==> config.mk <==
export PLATFORM = sky130hd
export DESIGN_NAME = sdram_arbiter_2
export DESIGN_NICKNAME = d
export VERILOG_FILES = /design/src/rtl/sdram_arbiter_2.sv
export SDC_FILE = /design/constraint.sdc
export NUM_CORES = 1
export LEC_CHECK = 0
export ABC_AREA = 1
export BUFFER_PORTS_ARGS = -buffer_cell sky130_fd_sc_hd__buf_2
export CORE_MARGIN = 1
export CORE_UTILIZATION = 35
export CTS_CLUSTER_SIZE = 8
export DETAILED_ROUTE_END_ITERATION = 8
export GPL_TIMING_DRIVEN = 0
export PLACE_DENSITY_LB_ADDON = 0.15
export SLEW_MARGIN = 20
export SYNTH_ARGS = -nofsm -noshare
export SYNTH_HDL_FRONTEND = slang
export SYNTH_SLANG_ARGS = --single-unit
==> constraint.sdc <==
create_clock -name clk -period 1.7 [get_ports clk]
set_input_delay 0.255 -clock clk [delete_from_list [all_inputs] [get_ports clk]]
set_output_delay 0.255 -clock clk [all_outputs]
set_load 0.01 [all_outputs]
==> src/rtl/sdram_arbiter_2.sv <==
// Two-master round-robin arbiter in front of a single-request SDRAM controller port.
// A master is granted in IDLE, served in BUSY and released once the controller drops its ack.
module sdram_arbiter_2 #(
    parameter int ADDRESS_WIDTH = 23
) (
    input  logic                     clk,
    input  logic                     nreset,
    input  logic [ADDRESS_WIDTH-1:0] m0_address,
    input  logic [31:0]              m0_data_in,
    input  logic [3:0]               m0_nwr,
    input  logic                     m0_req,
    output logic [31:0]              m0_data_out,
    output logic                     m0_ack,
    input  logic [ADDRESS_WIDTH-1:0] m1_address,
    input  logic [31:0]              m1_data_in,
    input  logic [3:0]               m1_nwr,
    input  logic                     m1_req,
    output logic [31:0]              m1_data_out,
    output logic                     m1_ack,
    output logic [ADDRESS_WIDTH-1:0] mem_address,
    output logic [31:0]              mem_data_out,
    output logic [3:0]               mem_nwr,
    output logic                     mem_req,
    input  logic [31:0]              mem_data_in,
    input  logic                     mem_ack
);

    typedef enum logic [1:0] {
        IDLE    = 2'd0,
        BUSY    = 2'd1,
        RELEASE = 2'd2
    } state_t;

    state_t state, state_nxt;
    logic   grant;
    logic   last_grant;
    logic   m0_elig, m1_elig;
    logic   do_grant, grant_sel, do_complete;

    // A master whose ack is still up has not yet seen its completion and must not be re-served.
    assign m0_elig = m0_req && !m0_ack;
    assign m1_elig = m1_req && !m1_ack;

    always_ff @(posedge clk or negedge nreset) begin
        if (!nreset) begin
            state <= IDLE;
        end else begin
            state <= state_nxt;
        end
    end

    always_comb begin
        state_nxt = state;
        case (state)
            IDLE:    if (m0_elig || m1_elig) state_nxt = BUSY;
            BUSY:    if (mem_ack)            state_nxt = RELEASE;
            RELEASE: if (!mem_ack)           state_nxt = IDLE;
            default: state_nxt = IDLE;
        endcase
    end

    always_comb begin
        do_grant    = (state == IDLE) && (m0_elig || m1_elig);
        grant_sel   = (m0_elig && m1_elig) ? !last_grant : m1_elig;
        do_complete = (state == BUSY) && mem_ack;
    end

    always_ff @(posedge clk or negedge nreset) begin
        if (!nreset) begin
            mem_address  <= '0;
            mem_data_out <= '0;
            mem_nwr      <= 4'b1111;
            mem_req      <= 1'b0;
            grant        <= 1'b0;
            last_grant   <= 1'b1;
            m0_data_out  <= '0;
            m1_data_out  <= '0;
        end else begin
            if (do_grant) begin
                mem_address  <= grant_sel ? m1_address : m0_address;
                mem_data_out <= grant_sel ? m1_data_in : m0_data_in;
                mem_nwr      <= grant_sel ? m1_nwr     : m0_nwr;
                mem_req      <= 1'b1;
                grant        <= grant_sel;
                last_grant   <= grant_sel;
            end
            if (do_complete) begin
                mem_req <= 1'b0;
                if (mem_nwr == 4'b1111) begin
                    if (grant) m1_data_out <= mem_data_in;
                    else       m0_data_out <= mem_data_in;
                end
            end
        end
    end

    // Completion wins over the clear so a master that dropped req mid-access still sees one ack cycle.
    always_ff @(posedge clk or negedge nreset) begin
        if (!nreset) begin
            m0_ack <= 1'b0;
            m1_ack <= 1'b0;
        end else begin
            if (do_complete && !grant) m0_ack <= 1'b1;
            else if (!m0_req)          m0_ack <= 1'b0;
            if (do_complete && grant)  m1_ack <= 1'b1;
            else if (!m1_req)          m1_ack <= 1'b0;
        end
    end

endmodule

==> Word level (Yosys, flattened, before mapping) <==
Index checks and enable logic that the tools add are counted.
{ "totals": {"register_bits": 130, "inputBits": 155, "out_inout_bits": 126, "wordCells": 51} }
{ "classes": {"n_eq_ne": 8, "muxes": 14, "bitwise_logic": 1, "n_reduce_logical": 17} }
{ "ops": {"columns": ["operator", "count"], "rows": [
  ["32-bit 2-to-1 mux", 1],
  ["23-bit 2-to-1 mux", 1],
  ["3-bit AND reduction", 3],
  ["1-bit logical AND", 7],
  ["1-bit 2-to-1 mux", 7],
  ["2-bit 2-to-1 mux", 3],
  ["2-bit by 1-bit != test with 1-bit output (second input constant)", 3],
  ["2-bit one-hot mux with 3 select lines", 1],
  ["4-bit == test (second input constant)", 1],
  ["1-bit logical NOT", 4],
  ["4-bit 2-to-1 mux", 1],
  ["2-bit != test (second input constant)", 2],
  ["2-bit by 1-bit == test with 1-bit output (second input constant)", 1],
  ["2-bit == test (second input constant)", 1],
  ["2-bit logical NOT", 1],
  ["2-bit nonzero test", 1],
  ["1-bit logical OR", 1],
  ["1-bit inverter", 1]
]} }

==> Depth between registers and ports, before layout <==
Gate-level depths: netlist (run 1).
{ "logic_depth": {"ltp_word": 6, "depth_mapped": 8, "depth_no_buf": 6} }

==> Least setup slack after synthesis (run 1) <==
Ideal clock, no wire load.
{ "synth_timing": {"path_kind": "reg-to-reg", "start": "register mem_nwr[1]", "end": "register m1_data_out[18]", "setup_time_ps": 121, "arrival_ps": 1302, "required_time_ps": 1579, "path_slack_ps": 277, "stages_incl_launch_ff": 7, "path_buffers": 1, "synth_period_minus_slack_ps": 1423, "cell_sequence": "dfstp_2 -> nand2_1 -> nor2_1 -> nand3_2 -> buf_2 -> nand2_1 -> o21ai_1"} }
{ "synth_via": {"elab_chain_cells": 2} }
{ "synth_lines": {"columns": ["item", "line_no", "source"], "rows": [
  ["start, declared", "22", "output logic [3:0] mem_nwr,"],
  ["start signal, assigned", "82", "mem_nwr <= grant_sel ? m1_nwr : m0_nwr;"],
  ["4-bit == test", "89", "if (mem_nwr == 4'b1111) begin"],
  ["3-bit AND reduction (no source line)", null, null],
  ["end signal, assigned", "90", "if (grant) m1_data_out <= mem_data_in;"],
  ["end, declared", "18", "output logic [31:0] m1_data_out,"]
]} }
Every way passes these cells.
A chain may end at the register's enable or synchronous reset.

==> Worst setup path in the final report (run 1) <==
{ "layout_timing": {"start": "register mem_nwr[1]", "end": "register m1_data_out[8]"} }
The elaborated chain is that of the path after synthesis.

==> results.md, run 1 <==
| Quantity | This run |
|:---|:---|
| Outcome | finished, final reports clean |
| Antenna fix cells | 0 |
| Buffer levels on the longest clock path | 2 |
| Post-Route Hold Slack | 0.0511 ns |
| Routed wire length | 17500 µm |
| Switching component of the power | 0.00551 W |
| Die ar. | 17700 µm² |
| Clock latency at the later pin of the worst-skew pair | 0.42 ns |
| Pin count of the biggest net entering global routing | 67 |
| Transition time at the pin with the least slew margin | 0.516 ns |
| Clock root buffer | clkbuf_16 |
| Final Non-Filler Cells | 1312 |
| Synthesized instance count | 778 |
| Ports placed on the boundary | 281 |
| Worst path required time | 1.99 ns |
| Placer's final routability congestion estimate | 0.814 |
| Number of nets in the synthesized netlist | 933 |
| Fill cell instance count of the final layout | 1705 |
| Overall fraction of global-route tracks in use | 0.205 |
| Average via count per standard cell | 4.43 |
| Netlist cell types | 22 |
| Overall die height | 133 µm |
| Total iterations of the first detailed-routing run | 4 |
| Global-route wire length before repair | 28600 µm |
| Cell-internal power | 0.00891 W |
| Post-route DRC | 0 |
| Minimum setup slack among reg-to-reg paths | 0.12 ns |
| Cells on Worst Hold Path | 2 |
| Count of clock tree sinks | 130 |
| Skew final | 0.0146 ns |
| Leak | 5.12 nW |
| Share of synthesized area occupied by flip-flops and latches | 0.541 |
| Most used cell along the critical path | nand2_1 |
| Final number of max-transition violations | 0 |
| Chip width | 133 µm |
| GR Overflow Total | 0 |
| Dpl cells | 1279 |
| Synth Area per Inst | 7.74 µm² |
| FF+latch count, synth | 130 |
| Gate power share | 0.379 |
| Most common cell after layout, fill and taps aside | buf_2 |
| Slowest-stage cell, CP | dfstp_2 |
| Switching share of power | 0.382 |
| Standard-cell rows | 47 |
| Cells on worst reg2reg path | 6 |
| Total core area | 16700 µm² |
| Number of setup violations in the final report | 0 |
| Relative area change from synthesis to final layout | 39.4% |
| Power per unit of standard cell area | 1720 nW/µm² |
| Hold Path Class | input pin to register |
| Most frequent cells in the layout | buf_2, nand2_1, inv_1, dfrtp_1, nand3_1 |
| Cell area after synthesis | 6020 µm² |
| Post-synth top area share | 0.519 |
| Final Critical Period | 1.58 ns |
| Maximum vdd ir drop | 0.000692 V |
| Cell-by-cell trace of the critical path | nand2_1 -> nor2_2 -> nand3_2 -> buf_2 -> nand2_1 -> o21ai_1 |
| Iter 0 DRT Violations | 227 |
| Maximum fanout along the worst path | 10 |
| H-tree depth reported by CTS | 4 |
| Nets | 1234 |
| Vias in the first global route | 5690 |
| Final Cycle Share | 0.929 |
| Clock tree from TritonCTS | built |
| Critical Path Sink Type | register |
| Crit Reg-Reg Startpoint | mem_nwr[1]$_DFFE_PN1P_ |
| Clk slew on worst S/H paths | 0.06 ns |
| Sequential group share of total power | 0.357 |
| Via count | 5813 |
| Share of cells above drive strength 1 | 0.327 |
| HP Start | mem_ack |
| Endpoint arrival time on the critical path | 1.87 ns |
| Clock network power share | 0.264 |
| Setup repair after global routing missed its margin | yes |
| Worst flop-to-flop path endpoint | m1_data_out[8]$_DFFE_PN0P_ |
| Dpl hpwl | 12900 µm |
| ANT nets after route | 0 |
| Yosys synthesis warning count | 0 |
| Buffers on Ports | 280 |
| Critical path start-end classification | register to register |
| Sum of negative setup slack | 0 ns |
| Max_cap viols | 0 |
| Final core occ | 0.503 |
| Relative slew slack | 0.656 |
| Largest cells by area after synthesis | dfrtp_1, nand2_1, nand3_1 |
| Avg WL per Cell | 13.3 µm |
| Number of hold violations in the final report | 0 |
| Overall power | 0.0144 W |
| Worst hold endpoint | state[0]$_DFFE_PN0P_ |
| Max incr delay on CP | 0.54 ns |
| Element type at the critical path start | register |
| Antenna violations before repair | 0 |
| Num CTS Buffers | 17 |
| Library cell occupying the most area in the post-synthesis netlist | dfrtp_1 |
| Initial Util | 0.361 |
| Upper clock frequency limit | 0.633 GHz |
[worst max-delay path by stage]
stage | from | to | slack, ns | cells past startpoint
2_1_floorplan | mem_nwr[1]$_DFFE_PN1P_ | m1_data_out[18]$_DFFE_PN0P_ | 0.28 | 6
3_3_place_gp | nreset | m0_data_out[11]$_DFFE_PN0P_ | -1.50 | 1
3_5_place_dp | last_grant$_DFFE_PN1P_ | mem_address[19]$_DFFE_PN0P_ | -0.18 | 7
4_1_cts | last_grant$_DFFE_PN1P_ | mem_address[19]$_DFFE_PN0P_ | 0.06 | 7
5_1_grt | m1_ack$_DFFE_PN0P_ | mem_address[4]$_DFFE_PN0P_ | -0.008 | 5
6_report | mem_nwr[1]$_DFFE_PN1P_ | m1_data_out[8]$_DFFE_PN0P_ | 0.12 | 6
[layer usage]
layer	up-vias	global-route usage	wire length [µm]
met5	-	0	0
met4	0	0.0726	117
met3	6	0.0392	806
met2	154	0.328	8290
met1	2674	0.277	8250
li1	2979	-	-
[cells by family after synthesis]
| kind of cell | after synthesis | synth area share |
|---|---|---|
| DFF | 130 | 0.541 |
| buffers and inverters | 199 | 0.131 |
| and+or+nand+nor | 378 | 0.267 |
| AOI/OAI and AO/OA | 71 | 0.0607 |
[cells in the mapped netlist]
master / instances
dfstp_2: 5
nand3_2: 1
buf_2: 25
clkbuf_2: 1
nor2_4: 2
nor2_1: 1
nand2_1: 252
dfrtp_1: 125
o21ai_0: 33
inv_2: 1
o31ai_1: 1
a22o_1: 1
nand3_1: 120
buf_1: 6
nand3_4: 1
buf_4: 1
nand4_1: 1
o21ai_1: 35
a21oi_2: 1
clkbuf_1: 8
buf_6: 1
inv_1: 156
[state kept, by name, summed over array words and instances, names as in the netlist]
signal        flops
m0_ack            1
last_grant        1
m0_data_out      32
m1_data_out      32
grant             1
mem_req           1
m1_ack            1
mem_nwr           4
mem_address      23
state             2
mem_data_out     32
[power groups by stage]
stage	Combinational, W	Sequential, W	Clock (W)
floorplan	0.00251	0.00576	0
global placement	0.00545	0.00515	0
detailed placement	0.00553	0.00516	0
CTS	0.00554	0.00514	0.00389
global route	0.00619	0.00530	0.00403
finish	0.00547	0.00515	0.00381
[worst max-delay path, delay by kind of cell, from the launching register on]
| family | cells | cell delay [ns] |
|---|---|---|
| and+or+nand+nor | 4 | 0.58 |
| buffers and inverters | 1 | 0.27 |
| AOI/OAI and AO/OA | 1 | 0.06 |
| DFF | 1 | 0.54 |
[layout make-up]
class,instances,area [µm²],area share
flip-flops and latches,130,3260,0.388
well taps,220,275,0.0328
repair buffers,282,1450,0.173
inverters,157,589,0.0702
clock buffers,18,439,0.0523
multi-input cells,449,2000,0.238
clock inverters,14,176,0.0210
plain buffers,42,204,0.0243
[repair_timing]
item / in CTS / in global routing
gates resized for setup: 3 / 6
hold buffers: 1 / 0
setup buffers: 0 / 0
pin swaps: 1 / 0
endpoints found under the hold margin: 63 / 0
endpoints found under the setup margin: 78 / 62
[per-stage QoR]
| stage | area, µm² | setup WS [ns] |
|---|---|---|
| 5_1_grt | 8390 | -0.00776 |
| 2_1_floorplan | 6020 | 0.277 |
| 4_1_cts | 8370 | 0.0609 |
| 3_3_place_gp | 7700 | -1.50 |
| 3_5_place_dp | 7740 | -0.181 |
| 6_report | 8390 | 0.120 |
No activity file was read; power rests on OpenSTA's default activity.
==> inputs of run 2 (changes only) <==
CORE_UTILIZATION = 47   (was 35)
==> results.md, run 2 (synthesized netlist as in run 1, its figures left out) <==
| Quantity | This run | vs previous |
|:---|:---|:---|
| Pin count of the biggest net entering global routing | 73 | +9.0% |
| Setup repair after global routing missed its margin | no |  |
| Clock tree from TritonCTS | built |  |
| Via count | 5890 | +1.3% |
| Avg WL per Cell | 13.3 µm | -0.25% |
| Most used cell along the critical path | nand2_1 |  |
| Placed standard-cell area | 7670 µm² | -0.84% |
| HP Start | mem_ack |  |
| Global-route wire length before repair | 26100 µm | -8.7% |
| Endpoint arrival time on the critical path | 1.91 ns | +0.04 ns |
| Number of setup violations in the final report | 0 | unchanged |
| Dpl cells | 1227 | -4.1% |
| ANT nets after route | 0 | unchanged |
| Dpl hpwl | 12500 µm | -3.4% |
| Upper clock frequency limit | 0.623 GHz | -1.5% |
| Final number of max-transition violations | 0 | unchanged |
| Number of hold violations in the final report | 0 | unchanged |
| GR Overflow Total | 0 | unchanged |
| Minimum setup slack among reg-to-reg paths | 0.1 ns | -0.02 ns |
| Overall die height | 115 µm | -13% |
| Critical path's top delay family | simple AND/OR/NAND/NOR gates |  |
| Overall power | 0.0139 W | -3.9% |
| Post-Route Hold Slack | 0.0523 ns | +0.00121 ns |
| Critical Path Sink Type | register |  |
| Maximum vdd ir drop | 0.000778 V | +13% |
| Most common cell after layout, fill and taps aside | buf_2 |  |
| Overall fraction of global-route tracks in use | 0.258 | +0.0537 |
| Power per unit of standard cell area | 1680 nW/µm² | -2.0% |
| Final Cycle Share | 0.944 | +0.0146 |
| Crit Reg-Reg Startpoint | last_grant$_DFFE_PN1P_ |  |
| Clock latency at the later pin of the worst-skew pair | 0.41 ns | about the same |
| Final core occ | 0.671 | +0.168 |
| Critical path start-end classification | register to register |  |
| Hold Path Class | input pin to register |  |
| Relative slew slack | 0.688 | +0.0325 |
| Count of clock tree sinks | 130 | unchanged |
| Transition time at the pin with the least slew margin | 0.468 ns | -0.0487 ns |
| Most frequent cells in the layout | buf_2, nand2_1, inv_1, dfrtp_1, nand3_1 |  |
| Cell-by-cell trace of the critical path | nand3_2 -> nand2_4 -> buf_4 -> buf_6 -> nand2_1 -> nand3_1 -> nand2_1 |  |
| Max_cap viols | 0 | unchanged |
| Die ar. | 13300 µm² | -25% |
| Element type at the critical path start | register |  |
| Total core area | 12300 µm² | -27% |
| H-tree depth reported by CTS | 4 | unchanged |
| Total iterations of the first detailed-routing run | 4 | unchanged |
| Cells on worst reg2reg path | 7 | +1 |
| Relative area change from synthesis to final layout | 36.7% |  |
| Nets | 1234 | unchanged |
| Clock root buffer | clkbuf_16 |  |
| Worst hold endpoint | state[0]$_DFFE_PN0P_ |  |
| Share of cells above drive strength 1 | 0.323 | -0.00428 |
| Max incr delay on CP | 0.53 ns | about the same |
| Post-route DRC | 0 | unchanged |
| Antenna violations before repair | 0 | unchanged |
| Final Non-Filler Cells | 1259 | -4.0% |
| Skew final | 0.00376 ns | -0.0108 ns |
| Antenna fix cells | 0 | unchanged |
| Buffers on Ports | 280 | unchanged |
| Final Critical Period | 1.60 ns | +0.0248 ns |
| Biggest regs | m0_data_out (32), m1_data_out (32), mem_data_out (32) |  |
| Vias in the first global route | 5342 | -6.1% |
| Leak | 5.07 nW | -1.0% |
| Crit path buf inv count | 2 | +1 |
| Worst flop-to-flop path endpoint | mem_address[17]$_DFFE_PN0P_ |  |
| Placer's final routability congestion estimate | 0.806 | -0.98% |
| Average via count per standard cell | 4.68 | +5.6% |
| Initial Util | 0.491 | +0.131 |
| Iter 0 DRT Violations | 378 | +67% |
| Summed area of non-filler cells in the final layout | 8230 µm² | -2.0% |
| Maximum fanout along the worst path | 10 | unchanged |
| Standard-cell rows | 40 | -15% |
| Clk slew on worst S/H paths | 0.05 ns | about the same |
| Logic depth of the worst setup path including buffers | 7 | +1 |
| Buffer levels on the longest clock path | 2 | unchanged |
| Chip width | 115 µm | -13% |
| Slowest-stage cell, CP | dfstp_2 |  |
| Routed wire length | 16700 µm | -4.3% |
| Outcome | finished, final reports clean |  |
| Cells on Worst Hold Path | 2 | unchanged |
| Worst path required time | 2.00 ns | about the same |
| Num CTS Buffers | 17 | unchanged |
| Ports placed on the boundary | 281 | unchanged |
==> run 2: through the flow <==
stage	setup TNS (ns)	setup slack (ns)
floorplan	0	0.277
global placement	-170.85	-1.35
detailed placement	-0.867	-0.117
CTS	0	0.0443
global route	0	0.0102
finish	0	0.0951
==> run 2: area by class of cell <==
type | instances | area (µm²)
Multi-Input combinational cell | 449 | 1990
Clock inverter | 9 | 58.8
Sequential cell | 130 | 3260
Fill cell | 1108 | 4030
Inverter | 157 | 589
Clock buffer | 22 | 474
Buffer | 42 | 201
Timing Repair Buffer | 282 | 1450
Tap cell | 168 | 210
==> run 2: layer usage <==
| metal | GRT usage | routed length (µm) |
|---|---|---|
| met3 | 0.0654 | 1090 |
| met5 | 0 | 0 |
| met1 | 0.328 | 7220 |
| met4 | 0.115 | 431 |
| met2 | 0.419 | 7980 |
==> run 2: worst register-to-register path, cell delays in order (launching register included) <==
cell and delay (ns):
dfstp_2 0.53, nand3_2 0.23, nand2_4 0.17, buf_4 0.20, buf_6 0.16, nand2_1 0.06
nand3_1 0.10, nand2_1 0.05
==> run 2: repair_timing <==
| action | CTS | global route |
|---|---|---|
| gates resized for setup | 2 | 2 |
| buffers inserted | 0 | 0 |
| hold endpoints to repair | 57 | 0 |
| hold buffers | 1 | 0 |
| pin swaps | 0 | 0 |
| endpoints found under the setup margin | 18 | 30 |
==> run 2: how the worst max path moves through the flow <==
stage                                   end                    from
4_1_cts          m1_data_out[2]$_DFFE_PN0P_  mem_nwr[1]$_DFFE_PN1P_
2_1_floorplan   m1_data_out[18]$_DFFE_PN0P_  mem_nwr[1]$_DFFE_PN1P_
3_3_place_gp   mem_data_out[11]$_DFFE_PN0P_                  nreset
3_5_place_dp    mem_address[16]$_DFFE_PN0P_  last_grant$_DFFE_PN1P_
6_report        mem_address[17]$_DFFE_PN0P_  last_grant$_DFFE_PN1P_
5_1_grt          mem_address[0]$_DFFE_PN0P_    state[1]$_DFFE_PN0P_
==> run 2: report_power, final <==
group	internal, W	switching (W)	leakage, nW	total, W
Clock	0.00196	0.00131	0.254	0.00327
Combinational	0.00208	0.00336	3.14	0.00544
Sequential	0.00445	0.000700	1.68	0.00515
Total	0.00850	0.00537	5.07	0.0139
==> inputs of run 3 (changes only) <==
ABC_AREA = default   (was 1)
CORE_UTILIZATION = 48   (was 47)
MAX_ROUTING_LAYER = met4   (was default)
==> results.md, run 3 <==
| Quantity | This run | vs previous |
|:---|:---|:---|
| Summed area of non-filler cells in the final layout | 8960 µm² | +8.9% |
| Post-route DRC | 0 | unchanged |
| Biggest regs | m0_data_out (32), m1_data_out (32), mem_data_out (32) |  |
| Upper clock frequency limit | 0.575 GHz | -7.7% |
| Critical Path Sink Type | register |  |
| Post-synth top area share | 0.491 | -0.0283 |
| Relative slew slack | 0.613 | -0.0754 |
| Nets | 985 | -20% |
| Final core occ | 0.702 | +0.0307 |
| Worst path required time | 1.99 ns | about the same |
| Maximum vdd ir drop | 0.000915 V | +18% |
| Count of clock tree sinks | 130 | unchanged |
| Failing checks | negative setup slack |  |
| Die ar. | 13700 µm² | +3.5% |
| Number of setup violations in the final report | 25 | +25 |
| Routed wire length | 19400 µm | +16% |
| Endpoint arrival time on the critical path | 2.03 ns | +0.12 ns |
| Standard-cell rows | 41 | +2.5% |
| Leak | 4.50 nW | -11% |
| Chip width | 117 µm | +1.7% |
| Most frequent cells in the layout | buf_2, dfrtp_1, and3b_1, o21ai_0, mux2_2 |  |
| Via count | 5894 | +0.068% |
| Critical path's top delay family | flip-flops |  |
| Cell area after synthesis | 6370 µm² | +5.8% |
| Overall fraction of global-route tracks in use | 0.290 | +0.0319 |
| Share of cells above drive strength 1 | 0.557 | +0.234 |
| Overall die height | 117 µm | +1.7% |
| Primary FF master, synth | dfrtp_1 |  |
| Total core area | 12800 µm² | +4.2% |
| Critical path start-end classification | register to register |  |
| Crit Reg-Reg Startpoint | mem_nwr[3]$_DFFE_PN1P_ |  |
| Maximum fanout along the worst path | 10 | unchanged |
| Final Critical Period | 1.74 ns | +0.134 ns |
| Buffer levels on the longest clock path | 2 | unchanged |
| Average via count per standard cell | 5.79 | +24% |
| Number of nets in the synthesized netlist | 672 | -28% |
| Initial Util | 0.499 | +0.00746 |
| Global-route wire length before repair | 29100 µm | +11% |
| Skew final | 0.00600 ns | +0.00224 ns |
| Placer's final routability congestion estimate | 0.862 | +6.9% |
| Most common cell in the netlist | dfrtp_1 |  |
| Yosys synthesis warning count | 0 | unchanged |
| Number of enable-type register cells in the synthesized netlist | 0 | unchanged |
| Dpl cells | 970 | -21% |
| HP Start | m0_nwr[3] |  |
| Share of synthesized area occupied by flip-flops and latches | 0.512 | -0.0295 |
| ANT nets after route | 0 | unchanged |
| Buffers on Ports | 280 | unchanged |
| Clock tree from TritonCTS | built |  |
| Max incr delay on CP | 0.53 ns | about the same |
| FF+latch count, synth | 130 | unchanged |
| Outcome | finished, violations left |  |
| Iter 0 DRT Violations | 325 | -14% |
| Final number of max-transition violations | 0 | unchanged |
| Setup repair after global routing missed its margin | yes |  |
| Final Cycle Share | 1.02 | +0.0788 |
| Fin worst setup slack | -0.0388 ns | -0.134 ns |
| Number of hold violations in the final report | 0 | unchanged |
| Relative area change from synthesis to final layout | 40.8% |  |
| Crit path buf inv count | 2 | unchanged |
| Most common cell after layout, fill and taps aside | buf_2 |  |
| Cell-by-cell trace of the critical path | and4_1 -> nor3b_4 -> buf_6 -> buf_8 -> mux2_2 |  |
| Clock latency at the later pin of the worst-skew pair | 0.41 ns | about the same |
| Ports placed on the boundary | 281 | unchanged |
| Antenna violations before repair | 4 | +4 |
| Clock root buffer | clkbuf_16 |  |
| Total iterations of the first detailed-routing run | 5 | +1 |
| H-tree depth reported by CTS | 4 | unchanged |
| Avg WL per Cell | 19.1 µm | +44% |
| Pin count of the biggest net entering global routing | 72 | -1.4% |
| Num CTS Buffers | 17 | unchanged |
| Final Non-Filler Cells | 1018 | -19% |
| GR Overflow Total | 0 | unchanged |
| Largest cells by area after synthesis | dfrtp_1, mux2_2, and3b_1 |  |
| Power per unit of standard cell area | 1870 nW/µm² | +11% |
| Synth Area per Inst | 12.3 µm² | +59% |
| Placed standard-cell area | 8020 µm² | +4.5% |
| Most frequent cells after synthesis | dfrtp_1, mux2_2, and3b_1 |  |
| Transition time at the pin with the least slew margin | 0.581 ns | +0.113 ns |
| Max_cap viols | 0 | unchanged |
| Dpl hpwl | 13700 µm | +10% |
| Slowest-stage cell, CP | dfstp_2 |  |
| Clk slew on worst S/H paths | 0.06 ns | about the same |
| Synthesized instance count | 517 | -34% |
| Hold Path Class | input pin to register |  |
| Element type at the critical path start | register |  |
| Vias in the first global route | 5670 | +6.1% |
| Netlist cell types | 27 | +23% |
| Origin of the worst setup path | mem_nwr[3]$_DFFE_PN1P_ |  |
| Library cell occupying the most area in the post-synthesis netlist | dfrtp_1 |  |
| Post-synthesis async set-or-reset flop share | 1.00 | unchanged |
| Fill cell instance count of the final layout | 964 | -13% |
[run 3: cell types whose count changed in the layout (fill, tap and decap cells not counted), sizes merged, moves of 59 or more]
cell,change
nand2,-249
nand3,-121
and3b,+61
inv,-155
mux2,+64
a2bb2oi,+59
a221oi,+59
[run 3: stage by stage]
stage / TNS, ns / setup WS (ns) / hold slack (ns) / power (W)
2_1_floorplan: 0 / 0.0228 / -0.0406 / 0.00989
3_5_place_dp: -5.72 / -0.204 / 0.276 / 0.0126
3_3_place_gp: -164.03 / -1.27 / 0.460 / 0.0123
6_report: -0.466 / -0.0388 / 0.0624 / 0.0168
4_1_cts: -0.222 / -0.0264 / 0.0496 / 0.0164
5_1_grt: -3.34 / -0.116 / 0.0627 / 0.0178
[run 3: layout make-up]
cell class / count / area, µm² / share of cell area
flip-flops and latches: 130 / 3260 / 0.364
multi-input cells: 324 / 2960 / 0.331
repair buffers: 296 / 1580 / 0.176
clock buffers: 19 / 443 / 0.0494
plain buffers: 61 / 359 / 0.0401
well taps: 172 / 215 / 0.0240
clock inverters: 12 / 134 / 0.0149
diodes: 4 / 10.0 / 0.00112
[run 3: repair_timing]
| item | in CTS | in global routing |
|---|---|---|
| pin swaps | 0 | 1 |
| gates cloned | 1 | 1 |
| hold buffers | 1 | 0 |
| endpoints found under the hold margin | 59 | 0 |
| buffers inserted | 9 | 3 |
| resized for setup | 13 | 97 |
| setup endpoints to repair | 82 | 115 |
[run 3: worst paths after layout]
check / to / slack (ns) / cells after the start
max: m0_data_out[2]$_DFFE_PN0P_ / -0.04 / 5
min: mem_nwr[3]$_DFFE_PN1P_ / 0.06 / 3
max reg2reg: m0_data_out[2]$_DFFE_PN0P_ / -0.04 / 5
min reg2reg: m0_data_out[9]$_DFFE_PN0P_ / 0.48 / 1
max in group asynchronous: mem_nwr[0]$_DFFE_PN1P_ / 0.49 / 3
min in group asynchronous: mem_address[8]$_DFFE_PN0P_ / 0.39 / 2
[run 3: power by group]
group / switching (W) / leakage, nW / total [W] / internal, W
sequential: 0.000827 / 1.58 / 0.00544 / 0.00461
clock: 0.00138 / 0.280 / 0.00358 / 0.00219
combinational: 0.00385 / 2.64 / 0.00776 / 0.00391
[run 3: tightest hold or removal path, stage by stage]
cell and delay, ns:
buf_2 0.09, o21ai_0 0.06, a2bb2oi_1 0.06
[run 3: cells by family (layout without fill, tap and decap cells)]
family / Yosys count / after routing / synth area share
buffers and inverters: 63 / 388 / 0.0470
multiplexers: 64 / 64 / 0.113
AO/OA/AOI/OAI: 185 / 185 / 0.229
flip-flops: 130 / 130 / 0.512
AND/OR/NAND/NOR: 75 / 75 / 0.0990
other: 0 / 4 / 0
[run 3: metal layers]
metal | vias up | wire length (µm) | global-route usage
li1 | 2661 | - | -
met1 | 2942 | 8150 | 0.354
met2 | 256 | 9510 | 0.462
met3 | 35 | 1290 | 0.0695
met4 | 0 | 490 | 0.122
met5 | - | 0 | -
